===== config.mk =====
export PLATFORM = sky130hd
export DESIGN_NAME = emulib_rammodel_req_sched
export DESIGN_NICKNAME = d
export VERILOG_FILES = /design/src/rtl/emulib_rammodel_req_sched.sv
export SDC_FILE = /design/constraint.sdc
export NUM_CORES = 1
export LEC_CHECK = 0
export ABC_AREA = 1
export CAP_MARGIN = 25
export CORE_ASPECT_RATIO = 0.8
export CORE_MARGIN = 2
export CORE_UTILIZATION = 39
export DETAILED_ROUTE_END_ITERATION = 10
export PLACE_DENSITY = 0.64
export SYNTH_ARGS = -nofsm -noshare
export SYNTH_HDL_FRONTEND = slang
export SYNTH_SLANG_ARGS = --single-unit

===== constraint.sdc =====
create_clock -name clk -period 2.2 [get_ports clk]
set_clock_uncertainty 0.1 [all_clocks]
set_input_delay 0.66 -clock clk [delete_from_list [all_inputs] [get_ports clk]]
set_output_delay 0.66 -clock clk [all_outputs]
set_load 0.02 [all_outputs]

===== src/rtl/emulib_rammodel_req_sched.sv =====
// Request scheduler between the rammodel frontend AXI slave and the backend
// memory port. Orders AR/AW/W so no read goes out while a write burst is open,
// arbitrates read vs write (read priority with a starvation guard) and caps
// the number of outstanding bursts. Only handshakes and AWLEN pass through.
//
// Handshakes: a transfer fires when valid and ready are both high on a rising
// clk edge. Grants depend only on registered state and up_*valid (never on
// dn_*ready), and a presented dn_*valid is held by a lock until it fires.
module emulib_rammodel_req_sched #(
   parameter int MAX_R_INFLIGHT = 8,
   parameter int MAX_W_INFLIGHT = 8,
   parameter int MAX_RD_STREAK  = 4
) (
   input  logic                                clk,
   input  logic                                rst_n,
   input  logic                                up_arvalid,
   output logic                                up_arready,
   input  logic                                up_awvalid,
   output logic                                up_awready,
   input  logic [7:0]                          up_awlen,
   input  logic                                up_wvalid,
   output logic                                up_wready,
   input  logic                                up_wlast,
   output logic                                dn_arvalid,
   input  logic                                dn_arready,
   output logic                                dn_awvalid,
   input  logic                                dn_awready,
   output logic                                dn_wvalid,
   input  logic                                dn_wready,
   input  logic                                rdone,
   input  logic                                bdone,
   output logic [$clog2(MAX_R_INFLIGHT+1)-1:0] r_inflight,
   output logic [$clog2(MAX_W_INFLIGHT+1)-1:0] w_inflight,
   output logic                                busy,
   output logic                                wlast_err
);

   localparam int RW = $clog2(MAX_R_INFLIGHT+1);
   localparam int WW = $clog2(MAX_W_INFLIGHT+1);
   localparam int SW = $clog2(MAX_RD_STREAK+1);

   typedef enum logic {IDLE = 1'b0, WDATA = 1'b1} state_t;

   state_t        state, state_nxt;
   logic [7:0]    beat_cnt, beat_nxt;
   logic          err_nxt;
   logic [SW-1:0] streak;
   logic          ar_lock, aw_lock;
   logic          grant_r, grant_w;
   logic          r_ok, w_ok;
   logic          ar_fire, aw_fire, w_fire;
   logic          r_dec, w_dec;

   assign r_ok = r_inflight < RW'(MAX_R_INFLIGHT);
   assign w_ok = w_inflight < WW'(MAX_W_INFLIGHT);

   // Arbitration in IDLE: locks first, then read priority unless the read
   // streak has reached its limit while a write waits.
   always_comb begin
      grant_r = 1'b0;
      grant_w = 1'b0;
      if (rst_n && state == IDLE) begin
         if (ar_lock) begin
            grant_r = 1'b1;
         end else if (aw_lock) begin
            grant_w = 1'b1;
         end else if (up_arvalid && r_ok && up_awvalid && w_ok) begin
            if (streak == SW'(MAX_RD_STREAK)) grant_w = 1'b1;
            else                              grant_r = 1'b1;
         end else if (up_arvalid && r_ok) begin
            grant_r = 1'b1;
         end else if (up_awvalid && w_ok) begin
            grant_w = 1'b1;
         end
      end
   end

   assign dn_arvalid = up_arvalid & grant_r;
   assign up_arready = dn_arready & grant_r;
   assign dn_awvalid = up_awvalid & grant_w;
   assign up_awready = dn_awready & grant_w;
   assign dn_wvalid  = (state == WDATA) & up_wvalid;
   assign up_wready  = (state == WDATA) & dn_wready;

   assign ar_fire = dn_arvalid & dn_arready;
   assign aw_fire = dn_awvalid & dn_awready;
   assign w_fire  = dn_wvalid & dn_wready;
   assign r_dec   = rdone & (r_inflight != '0);
   assign w_dec   = bdone & (w_inflight != '0);

   assign busy = (state == WDATA) | (r_inflight != '0) | (w_inflight != '0);

   // Next state, beat counter and WLAST consistency check.
   always_comb begin
      state_nxt = state;
      beat_nxt  = beat_cnt;
      err_nxt   = wlast_err;
      case (state)
         IDLE: begin
            if (aw_fire) begin
               state_nxt = WDATA;
               beat_nxt  = up_awlen;
            end
         end
         WDATA: begin
            if (w_fire) begin
               if (up_wlast) begin
                  if (beat_cnt != 8'd0) err_nxt = 1'b1;
                  state_nxt = IDLE;
               end else if (beat_cnt == 8'd0) begin
                  err_nxt = 1'b1;
               end else begin
                  beat_nxt = beat_cnt - 8'd1;
               end
            end
         end
         default: state_nxt = IDLE;
      endcase
   end

   // State register with beat counter and sticky error.
   always_ff @(posedge clk or negedge rst_n) begin
      if (!rst_n) begin
         state     <= IDLE;
         beat_cnt  <= 8'd0;
         wlast_err <= 1'b0;
      end else begin
         state     <= state_nxt;
         beat_cnt  <= beat_nxt;
         wlast_err <= err_nxt;
      end
   end

   // Locks keep a presented-but-unaccepted request granted until it fires.
   always_ff @(posedge clk or negedge rst_n) begin
      if (!rst_n) begin
         ar_lock <= 1'b0;
         aw_lock <= 1'b0;
      end else begin
         if (ar_fire)         ar_lock <= 1'b0;
         else if (dn_arvalid) ar_lock <= 1'b1;
         if (aw_fire)         aw_lock <= 1'b0;
         else if (dn_awvalid) aw_lock <= 1'b1;
      end
   end

   // Read streak: counts reads granted while a write is waiting.
   always_ff @(posedge clk or negedge rst_n) begin
      if (!rst_n) begin
         streak <= '0;
      end else if (aw_fire || !up_awvalid) begin
         streak <= '0;
      end else if (ar_fire && streak != SW'(MAX_RD_STREAK)) begin
         streak <= streak + SW'(1);
      end
   end

   // Outstanding burst counters; a decrement at zero is ignored.
   always_ff @(posedge clk or negedge rst_n) begin
      if (!rst_n) begin
         r_inflight <= '0;
         w_inflight <= '0;
      end else begin
         case ({ar_fire, r_dec})
            2'b10:   r_inflight <= r_inflight + RW'(1);
            2'b01:   r_inflight <= r_inflight - RW'(1);
            default: r_inflight <= r_inflight;
         endcase
         case ({aw_fire, w_dec})
            2'b10:   w_inflight <= w_inflight + WW'(1);
            2'b01:   w_inflight <= w_inflight - WW'(1);
            default: w_inflight <= w_inflight;
         endcase
      end
   end

endmodule


After elaboration in Yosys (flattened, before gate mapping)
Index checks and enable logic that the tools add are counted.
{"block": "totals", "romBits": 0, "latchBits": 0, "elab_cells": 94, "regBits": 23, "mem_count": 0, "mem_bits_rw": 0, "output_inout_bits": 16}
{"block": "op_classes", "addsub": 6, "multipliers": 0, "div_mod_pow": 0, "bitwise": 14, "n_eq_ne": 11, "magnitude_cmp": 2, "muxes": 33, "n_reduce_logical": 20, "n_shift": 0}
{"cell": "2-to-1 mux 8 bit", "count": 4}
{"cell": "2-to-1 mux 1 bit", "count": 23}
{"cell": "case mux 4 bit (2 select lines)", "count": 2}
{"cell": "case mux 8 bit (2 select lines)", "count": 1}
{"cell": "nonzero test 2 bit", "count": 6}
{"cell": "bitwise AND 1 bit", "count": 11}
{"cell": "adder 4 x 1 -> 4 bit, second input constant", "count": 2}
{"cell": "zero test 8 bit", "count": 1}
{"cell": "< comparator 4 bit, second input constant", "count": 2}
{"cell": "AND reduction 4 bit", "count": 2}
{"cell": "nonzero test 4 bit", "count": 2}
{"cell": "nonzero test 8 bit", "count": 1}
{"cell": "subtractor 4 x 1 -> 4 bit, second input constant", "count": 2}
{"cell": "subtractor 8 x 1 -> 8 bit, second input constant", "count": 1}
{"cell": "logical AND 1 bit", "count": 6}
{"cell": "2-to-1 mux 3 bit", "count": 2}
{"cell": "!= test 2 bit, second input constant", "count": 3}
{"cell": "equality test 2 x 1 -> 1 bit, second input constant", "count": 2}
{"cell": "equality test 2 bit, second input constant", "count": 2}
{"cell": "!= test 2 x 1 -> 1 bit, second input constant", "count": 2}
{"cell": "adder 3 x 1 -> 3 bit, second input constant", "count": 1}
{"cell": "equality test 3 bit, second input constant", "count": 1}
{"cell": "!= test 3 bit, second input constant", "count": 1}
{"cell": "bitwise OR 1 bit", "count": 2}
{"cell": "other kinds (4)", "count": 4}

Depth between registers and ports, before layout
Gate-level depths: netlist (run 1).
{"block": "depth", "ltp_word": 13, "depth_mapped": 17, "depth_no_buf": 17}

Worst setup path after synthesis (run 1)
OpenSTA, ideal clock, no wires.
{"block": "synth_timing", "path_type": "input port to flip-flop", "start": "input up_awvalid", "end": "register w_inflight[2]", "setup_slack_ns": -0.337, "t_required_ns": 2.018, "cell_stages": 15, "arrival_ns": 2.355, "n_path_buf": 0, "path_cell_list": "inv_2 -> nor2_2 -> nand2_1 -> nand3b_1 -> nand3_2 -> nor2_4 -> nand2_4 -> ha_1 -> nand2_1 -> inv_1 -> nor2_1 -> ha_1 -> a21oi_1 -> or2_2 -> a31oi_1"}
{"block": "synth_via", "elab_chain_len": 11, "word_cells_on_any_way": 15, "cone_classes": "eq/ne (2); mux (7); bitwise (2); reduce/logical (4)"}
{"element": "start: declaration", "line_no": "18", "rtl": "input logic up_awvalid,"}
{"element": "logical AND 1 bit", "line_no": "72", "rtl": "end else if (up_awvalid && w_ok) begin"}
{"element": "2-to-1 mux 1 bit", "line_no": "72"}
{"element": "2-to-1 mux 1 bit", "line_no": "70", "rtl": "end else if (up_arvalid && r_ok) begin"}
{"element": "2-to-1 mux 1 bit", "line_no": "67", "rtl": "end else if (up_arvalid && r_ok && up_awvalid && w_ok) begin"}
{"element": "2-to-1 mux 1 bit", "line_no": "65", "rtl": "end else if (aw_lock) begin"}
{"element": "2-to-1 mux 1 bit", "line_no": "63", "rtl": "if (ar_lock) begin"}
{"element": "2-to-1 mux 1 bit", "line_no": "62", "rtl": "if (rst_n && state == IDLE) begin"}
{"element": "bitwise AND 1 bit *", "line_no": "80", "rtl": "assign dn_awvalid = up_awvalid & grant_w;"}
{"element": "via dn_awvalid", "line_no": "26", "rtl": "output logic dn_awvalid,"}
{"element": "bitwise AND 1 bit *", "line_no": "86", "rtl": "assign aw_fire = dn_awvalid & dn_awready;"}
{"element": "equality test 2 x 1 -> 1 bit / equality test 2 bit (equally long branches)", "line_no": "169", "rtl": "case ({aw_fire, w_dec})"}
{"element": "case mux 4 bit (2 select lines) / nonzero test 2 bit (equally long branches)"}
{"element": "end signal: assignment", "line_no": "170", "rtl": "2'b10: w_inflight <= w_inflight + WW'(1);"}
{"element": "end signal: assignment", "line_no": "171", "rtl": "2'b01: w_inflight <= w_inflight - WW'(1);"}
{"element": "end signal: assignment", "line_no": "172", "rtl": "default: w_inflight <= w_inflight;"}
{"element": "end: declaration", "line_no": "33", "rtl": "output logic [$clog2(MAX_W_INFLIGHT+1)-1:0] w_inflight,"}
The timed path passes the listed nets; every way through them passes the cells marked *.
A chain may end at the register's enable or synchronous reset.

Final worst setup path (run 1)
{"block": "layout_timing", "start": "input bdone", "end": "register w_inflight[3]"}
{"block": "layout_via", "elab_chain_len": 3, "word_cells_on_any_way": 5, "cone_classes": "eq/ne (2); mux (1); bitwise (1); reduce/logical (1)"}
{"element": "start: declaration", "line_no": "31", "rtl": "input logic bdone,"}
{"element": "bitwise AND 1 bit *", "line_no": "89", "rtl": "assign w_dec = bdone & (w_inflight != '0);"}
{"element": "equality test 2 x 1 -> 1 bit / equality test 2 bit (equally long branches)", "line_no": "169"}
{"element": "case mux 4 bit (2 select lines) / nonzero test 2 bit (equally long branches)"}
Mark *: on every way between the ends. The rest lies on a longest branch, timed or not.

==> summary.md, run 1 <==
| Metric | Value |
|---|---|
| Worst EP arrival | 2.36 ns |
| Largest net degree at the start of global routing | 24 |
| Hold_sp | wlast_err$_DFFE_PN0P_ |
| FF-to-FF setup slack | -0.07 ns |
| RSZ-0062 raised after global routing | yes |
| Final worst path period share | 104.8% |
| CP peak stage delay | 0.46 ns |
| Die area | around 4600 um^2 |
| Sink Count | 23 |
| Root Driver | clkbuf_8 |
| DR DRC count | 0 |
| Number of core rows | 20 |
| Antenna-violating nets left | 0 |
| Post-synthesis sequential area ratio | a little over a third |
| Hold_buf cts | 0 |
| Critical path class | in -> reg |
| Syn avg cell area | ~7.6 um^2 |
| Placeable Area | between 3000 and 4000 um^2 |
| Clock power share | between 8 and 9% |
| Warnings, synthesis | 0 |
| Worst Setup SP | bdone |
| Endpoint class of the critical path | register |
| #FFs+latches synth | 23 |
| Max rail drop VDD | ~0.00068 V |
| Netlist cell types | 36 |
| Final wirelength | around 3700 um |
| Ys async rst share | between 90% and 100% |
| Clock Latency Late Sink | roughly 0.26 ns |
| Commonest non-fill, non-tap cells in the layout | nand2_1 (53), buf_4 (43), dfrtp_1 (23) |
| Gr usage total | approximately 17% |
| Commonest non-fill, non-tap cell in the layout | nand2_1 |
| N_diodes | 0 |
| P_int | approximately 1700 uW |
| Final nets | 317 |
| Max Fclk | 433.7 MHz |
| CTS Buffer Depth | 2 |
| Worst hold path class | reg -> reg |
| Tmin final | 2.306 ns |
| Clock transition at path regs | approximately 0.08 ns |
| Pre-CTS setup slack | -0.9551 ns |
| Status | finished with violations |
| WL/cell | about 11 um |
| Hpwl dp | 2861 um |
| Startpoint type of the worst setup path | input pin |
| Setup violations, final | 5 |
| CP Data Required Time | about 2.3 ns |
| Vias in the first global route | 1376 |
| DR pass1 iterations | 4 |
| CTS tree | yes |
| PD cells | approximately 1200 nW/um^2 |
| Placed inst area | about 2300 um^2 |
| Gate Count Post-Synth | about 210 |
| Lkg Pwr | ~0.0013 uW |
| DRT iter0 DRCs | 49 |
| Vias | approximately 1500 |
| Total CTS buffers | 3 |
| CP max-delay cell | clkdlybuf4s50_1 |
| GR Overflow Total | 0 |
| Max H-tree Level | 1 |
| Primary FF master, synth | dfrtp_1 |
| Worst Tran Pin Value | between 0.3 and 0.4 ns |
| Area Growth Syn to Fin | 56.24% |
| R2R depth | 18 |
| Switch Pwr | ~1300 uW |
| Initial antenna violation count | 0 |
| Layout cells sized above 1 | between 30 and 40% |
| Max Cap Viol | 0 |
| Sw frac | between 40% and 50% |
| Relative slew slack | about 75% |
| Vias/cell | approximately 4.5 |
| Setup ws final | -0.1059 ns |
| Final hold vios | 0 |
| Finished Cell Area | 2475 um^2 |
| Starting Density | roughly 41% |
| Critical path endpoint | w_inflight[3]$_DFFE_PN0P_ |
| First-pass GRT wire length | between 6000 and 7000 um |
| Gate power share | 65.8% |
| Syn_nets | about 240 |
| Die Ht | about 61 um |
| Worst r2r dst | w_inflight[2]$_DFFE_PN0P_ |
| Final Slew Violations | 0 |
| CP Max Fanout | 3 |
| Crit path cell chain | clkdlybuf4s50_1 -> inv_1 -> nor2_1 -> ha_4 -> xor2_1 -> nand3_2 -> o31ai_2 -> o211ai_1 -> xnor2_1 |
| Sequential share of power | 25.3% |
| Mapped Area | 1584 um^2 |
| Die Wd | roughly 75 um |
| Failing checks | setup timing |
| # IOs | 35 |
| I/O Buffers | 34 |
| Worst R2R Start | streak[0]$_DFFE_PN0P_ |
| Placer Congestion | 0.8509 |
| Post-synth EDFFs | 0 |
## cells by family after synthesis
kind of cell / count (synthesis) / synth area share (%)
simple gates: 116 / 34.52
buf+inv: 32 / 8.293
flops: 23 / 36.33
compound gates: 18 / 7.425
fa+ha+maj: 9 / 7.109
xor+xnor: 8 / 4.424
mux: 3 / 1.896
## critical path, delay by kind of cell
| family | cells | cell delay [ns] |
|---|---|---|
| fa+ha+maj | 1 | 0.22 |
| xor+xnor | 2 | 0.36 |
| compound gates | 2 | 0.20 |
| simple gates | 2 | 0.42 |
| buf+inv | 2 | 0.50 |
## through the flow
step           setup TNS, ns  hold WS (ns)  util (%)  instances  total power [uW]
6_report             -0.2816        0.3856     64.22        343              2989
3_5_place_dp          -15.80        0.3547     60.42        335              2657
4_1_cts              -0.3746        0.3850     63.05        341              2973
5_1_grt               -1.085        0.4269     64.22        343              3266
3_3_place_gp          -15.17        0.3581     60.42        335              2633
2_1_floorplan        -0.5012        0.2644         -        209              1912
## layer usage
metal	track usage (%)	part of all wire (%)
met1	26.90	53
met2	25.56	41
met3	4.153	4.9
met4	1.754	0.36
met5	0	0
## flip-flops by register name (all words and copies together), names as in the netlist
register / cells
r_inflight: 4
wlast_err: 1
aw_lock: 1
state: 1
w_inflight: 4
streak: 3
beat_cnt: 8
ar_lock: 1
## worst min-delay path by stage
stage                                 end  slack, ns  depth (start not counted)
global placement    wlast_err$_DFFE_PN0P_       0.36                          2
CTS                 wlast_err$_DFFE_PN0P_       0.38                          2
finish              wlast_err$_DFFE_PN0P_       0.39                          2
floorplan             ar_lock$_DFFE_PN0P_       0.26                          0
global route        wlast_err$_DFFE_PN0P_       0.43                          2
detailed placement  wlast_err$_DFFE_PN0P_       0.35                          2
## power groups by stage
stage	Sequential (uW)	Combinational [uW]	Clock (uW)
after floorplan	893	1020	0
after global placement	752	1880	0
after global routing	782	2190	291
after CTS	754	1950	274
final	756	1970	266
after detailed placement	753	1900	0
## area by class of cell
type,count,area [um^2]
repair buffers,77,649.4
clock buffers,4,45.04
multi-input cells,154,1008
well taps,55,68.82
flip-flops and latches,23,575.6
inverters,30,127.6
fillers,367,1379
## what timing repair did
item,in CTS,in global routing
setup endpoints to repair,27,13
setup buffers,2,2
gates resized for setup,57,11
pin swaps,16,6
## cell usage after synthesis (2+ instances only)
cell / count / area [um^2]
or2_2: 3 / 18.77
xnor2_1: 3 / 26.28
a21oi_1: 4 / 20.02
nor2_2: 2 / 12.51
nor2_1: 18 / 67.56
dfrtp_1: 23 / 575.6
nand2_4: 3 / 33.78
o21ai_1: 2 / 10.01
o21ai_2: 4 / 35.03
nand3_1: 17 / 85.08
nand2_1: 57 / 214.0
inv_2: 6 / 22.52
o21ai_0: 2 / 10.01
nor3_1: 2 / 10.01
inv_1: 23 / 86.33
mux2i_1: 3 / 30.03
nand4_1: 2 / 12.51
ha_1: 9 / 112.6
o21a_1: 2 / 15.01
nor4_1: 2 / 12.51
xor2_1: 5 / 43.79
nand2_2: 3 / 18.77
Power figures use the tool's default switching activity.
==> inputs of run 2 (changes only) <==
Settings changed: GPL_TIMING_DRIVEN set to 0, PLACE_DENSITY 0.64 to 0.63.
==> run 2 against run 1 <==
- the run still ends with setup timing left
- power down 0.92%
- design area shrank 3.1%
- via count decreased by 3.8%
- critical path type is now in -> out
- critical endpoint is now up_awready
- highest routed layer unchanged
==> summary.md, run 2 (synthesized netlist as in run 1, its figures left out) <==
| Metric | Value |
|---|---|
| Sw frac | 45.62% (+2.2 points) |
| Die Ht | 61 um (unchanged) |
| CP Max Fanout | 2 (-1) |
| DR DRC count | 0 (unchanged) |
| Relative slew slack | 79.97% (+4.7 points) |
| Max Fclk | 421.8 MHz (-2.7%) |
| Endpoint class of the critical path | output port |
| Placer Congestion | 0.8211 (-3.5%) |
| # IOs | 35 (unchanged) |
| Max rail drop VDD | 0.0005662 V (-17%) |
| Gr busiest metal | met2 |
| Gr usage total | 16.98% (-0.41 points) |
| Area Growth Syn to Fin | 51.42% |
| Max H-tree Level | 1 (unchanged) |
| Largest regs | beat_cnt (8), r_inflight (4), w_inflight (4) |
| Root Driver | clkbuf_8 |
| Failing checks | setup timing |
| Setup violations, final | 6 (+1) |
| Worst Tran Pin Value | 0.2982 ns (-0.07135 ns) |
| Placeable Area | 3854 um^2 (unchanged) |
| Vias | 1485 (-3.8%) |
| Initial antenna violation count | 0 (unchanged) |
| RSZ-0062 raised after global routing | yes |
| CTS Buffer Depth | 2 (unchanged) |
| WL/cell | 11.43 um (+7.3%) |
| Commonest non-fill, non-tap cell in the layout | nand2_1 |
| Sink Count | 23 (unchanged) |
| PD cells | 1235 nW/um^2 (+2.2%) |
| Met2 Track Usage GR | 25.81% (+0.25 points) |
| Critical path class | in -> out |
| Final Slew Violations | 0 (unchanged) |
| First-pass GRT wire length | 5899 um (-4.3%) |
| Sequential share of power | 28.9% (+3.6 points) |
| GR Overflow Total | 0 (unchanged) |
| Number of core rows | 20 (unchanged) |
| Switch Pwr | 1351 uW (+4.1%) |
| Final wirelength | 3680 um (+0.68%) |
| Largest register FFs | 8 (unchanged) |
| Largest net degree at the start of global routing | 18 (-25%) |
| Largest Register | beat_cnt |
| Final nets | 296 (-6.6%) |
| Vias in the first global route | 1312 (-4.7%) |
| Met3 GRT Util | 3.821% (-0.33 points) |
| Setup ws final | -0.1706 ns (-0.06470 ns) |
| I/O Buffers | 34 (unchanged) |
| Clock power share | 9.3% (+0.4 points) |
| Die Wd | 75.25 um (unchanged) |
| CTS tree | yes |
| Vias/cell | 4.612 (+2.5%) |
| Final core utilization | 62.24% (-2.0 points) |
| Lkg Pwr | 0.001169 uW (-7.7%) |
| Total CTS buffers | 3 (unchanged) |
| Starting Density | 41.10% (unchanged) |
| GRT met1 Usage | 24.82% (-2.1 points) |
| Clock transition at path regs | 0.09 ns (about the same) |
| P_int | 1610 uW (-4.8%) |
| Worst hold path class | in -> async |
| CP Data Required Time | 1.44 ns (-0.81 ns) |
| Fin Hold WS | 0.09422 ns (-0.2914 ns) |
| Final hold vios | 0 (unchanged) |
| Commonest non-fill, non-tap cells in the layout | nand2_1 (51), clkdlybuf4s50_1 (22), buf_4 (22) |
| Layout cells sized above 1 | 35.96% (+0.19 points) |
| Status | finished with violations |
| Startpoint type of the worst setup path | input pin |
| Tmin final | 2.371 ns (+0.06470 ns) |
| Gate power share | 61.8% (-4.0 points) |
| Clock Latency Late Sink | 0.27 ns (about the same) |
| Worst EP arrival | 1.61 ns (-0.75 ns) |
| Hpwl dp | 2577 um (-9.9%) |
| N_diodes | 0 (unchanged) |
| DR pass1 iterations | 4 (unchanged) |
| Final worst path period share | 107.8% (+2.9 points) |
| Die area | 4590 um^2 (unchanged) |
| Hold_buf cts | 0 (unchanged) |
| Antenna-violating nets left | 0 (unchanged) |
| Max Cap Viol | 0 (unchanged) |
| DRT iter0 DRCs | 38 (-22%) |
| Pre-CTS setup slack | -1.304 ns (-0.3485 ns) |
-- run 2: cell type report --
type	count	area (um^2)
Sequential cell	23	584.3
Multi-Input combinational cell	154	1070
Inverter	30	127.6
Clock buffer	4	45.04
Tap cell	55	68.82
Fill cell	364	1455
Timing Repair Buffer	54	486.7
Buffer	2	16.27
-- run 2: repair_timing --
| item | CTS | global route |
|---|---|---|
| gates cloned | 0 | 0 |
| setup buffers | 9 | 10 |
| endpoints found under the hold margin | 0 | 0 |
| resized for setup | 69 | 26 |
| setup endpoints to repair | 28 | 15 |
| pin swaps | 11 | 10 |
-- run 2: worst paths after layout --
path / cells past startpoint / endpoint / slack [ns] / startpoint
worst max-delay path: 9 / up_awready / -0.17 / up_awvalid
worst min-delay path: 1 / streak[1]$_DFFE_PN0P_ / 0.09 / rst_n
worst max register to register: 17 / w_inflight[2]$_DFFE_PN0P_ / -0.13 / streak[0]$_DFFE_PN0P_
worst min register to register: 2 / wlast_err$_DFFE_PN0P_ / 0.37 / wlast_err$_DFFE_PN0P_
max in group asynchronous: 3 / w_inflight[3]$_DFFE_PN0P_ / 1.37 / rst_n
min in group clk: 2 / wlast_err$_DFFE_PN0P_ / 0.37 / wlast_err$_DFFE_PN0P_
-- run 2: through the flow --
step	cell area (um^2)	setup TNS [ns]	power, uW	std cells
after floorplan	1643	-0.5012	1912	209
after global placement	2052	-33.96	2354	298
after detailed placement	2067	-21.03	2372	299
after CTS	2240	-0.4439	2808	312
after global routing	2399	-1.519	3234	322
final	2399	-0.6913	2961	322
-- run 2: power groups by stage --
stage	Combinational, uW	Clock, uW	Sequential, uW
after global placement	1520	0	834
final	1830	277	856
after floorplan	1020	0	893
after CTS	1670	284	851
after detailed placement	1540	0	835
after global routing	2050	297	888
-- run 2: critical path, stage by stage --
cell      delay (ns)
clkbuf_4        0.17
inv_12          0.04
nor2_4          0.10
nand2_2         0.06
nand3b_1        0.09
nand3_2         0.10
buf_4           0.15
nor2_1          0.09
buf_4           0.14
-- run 2: per-layer routing --
metal / part of all wire, % / vias up
li1: - / 783
met1: 50 / 674
met2: 45 / 24
met3: 4.5 / 4
met4: 0.79 / 0
met5: 0 / -
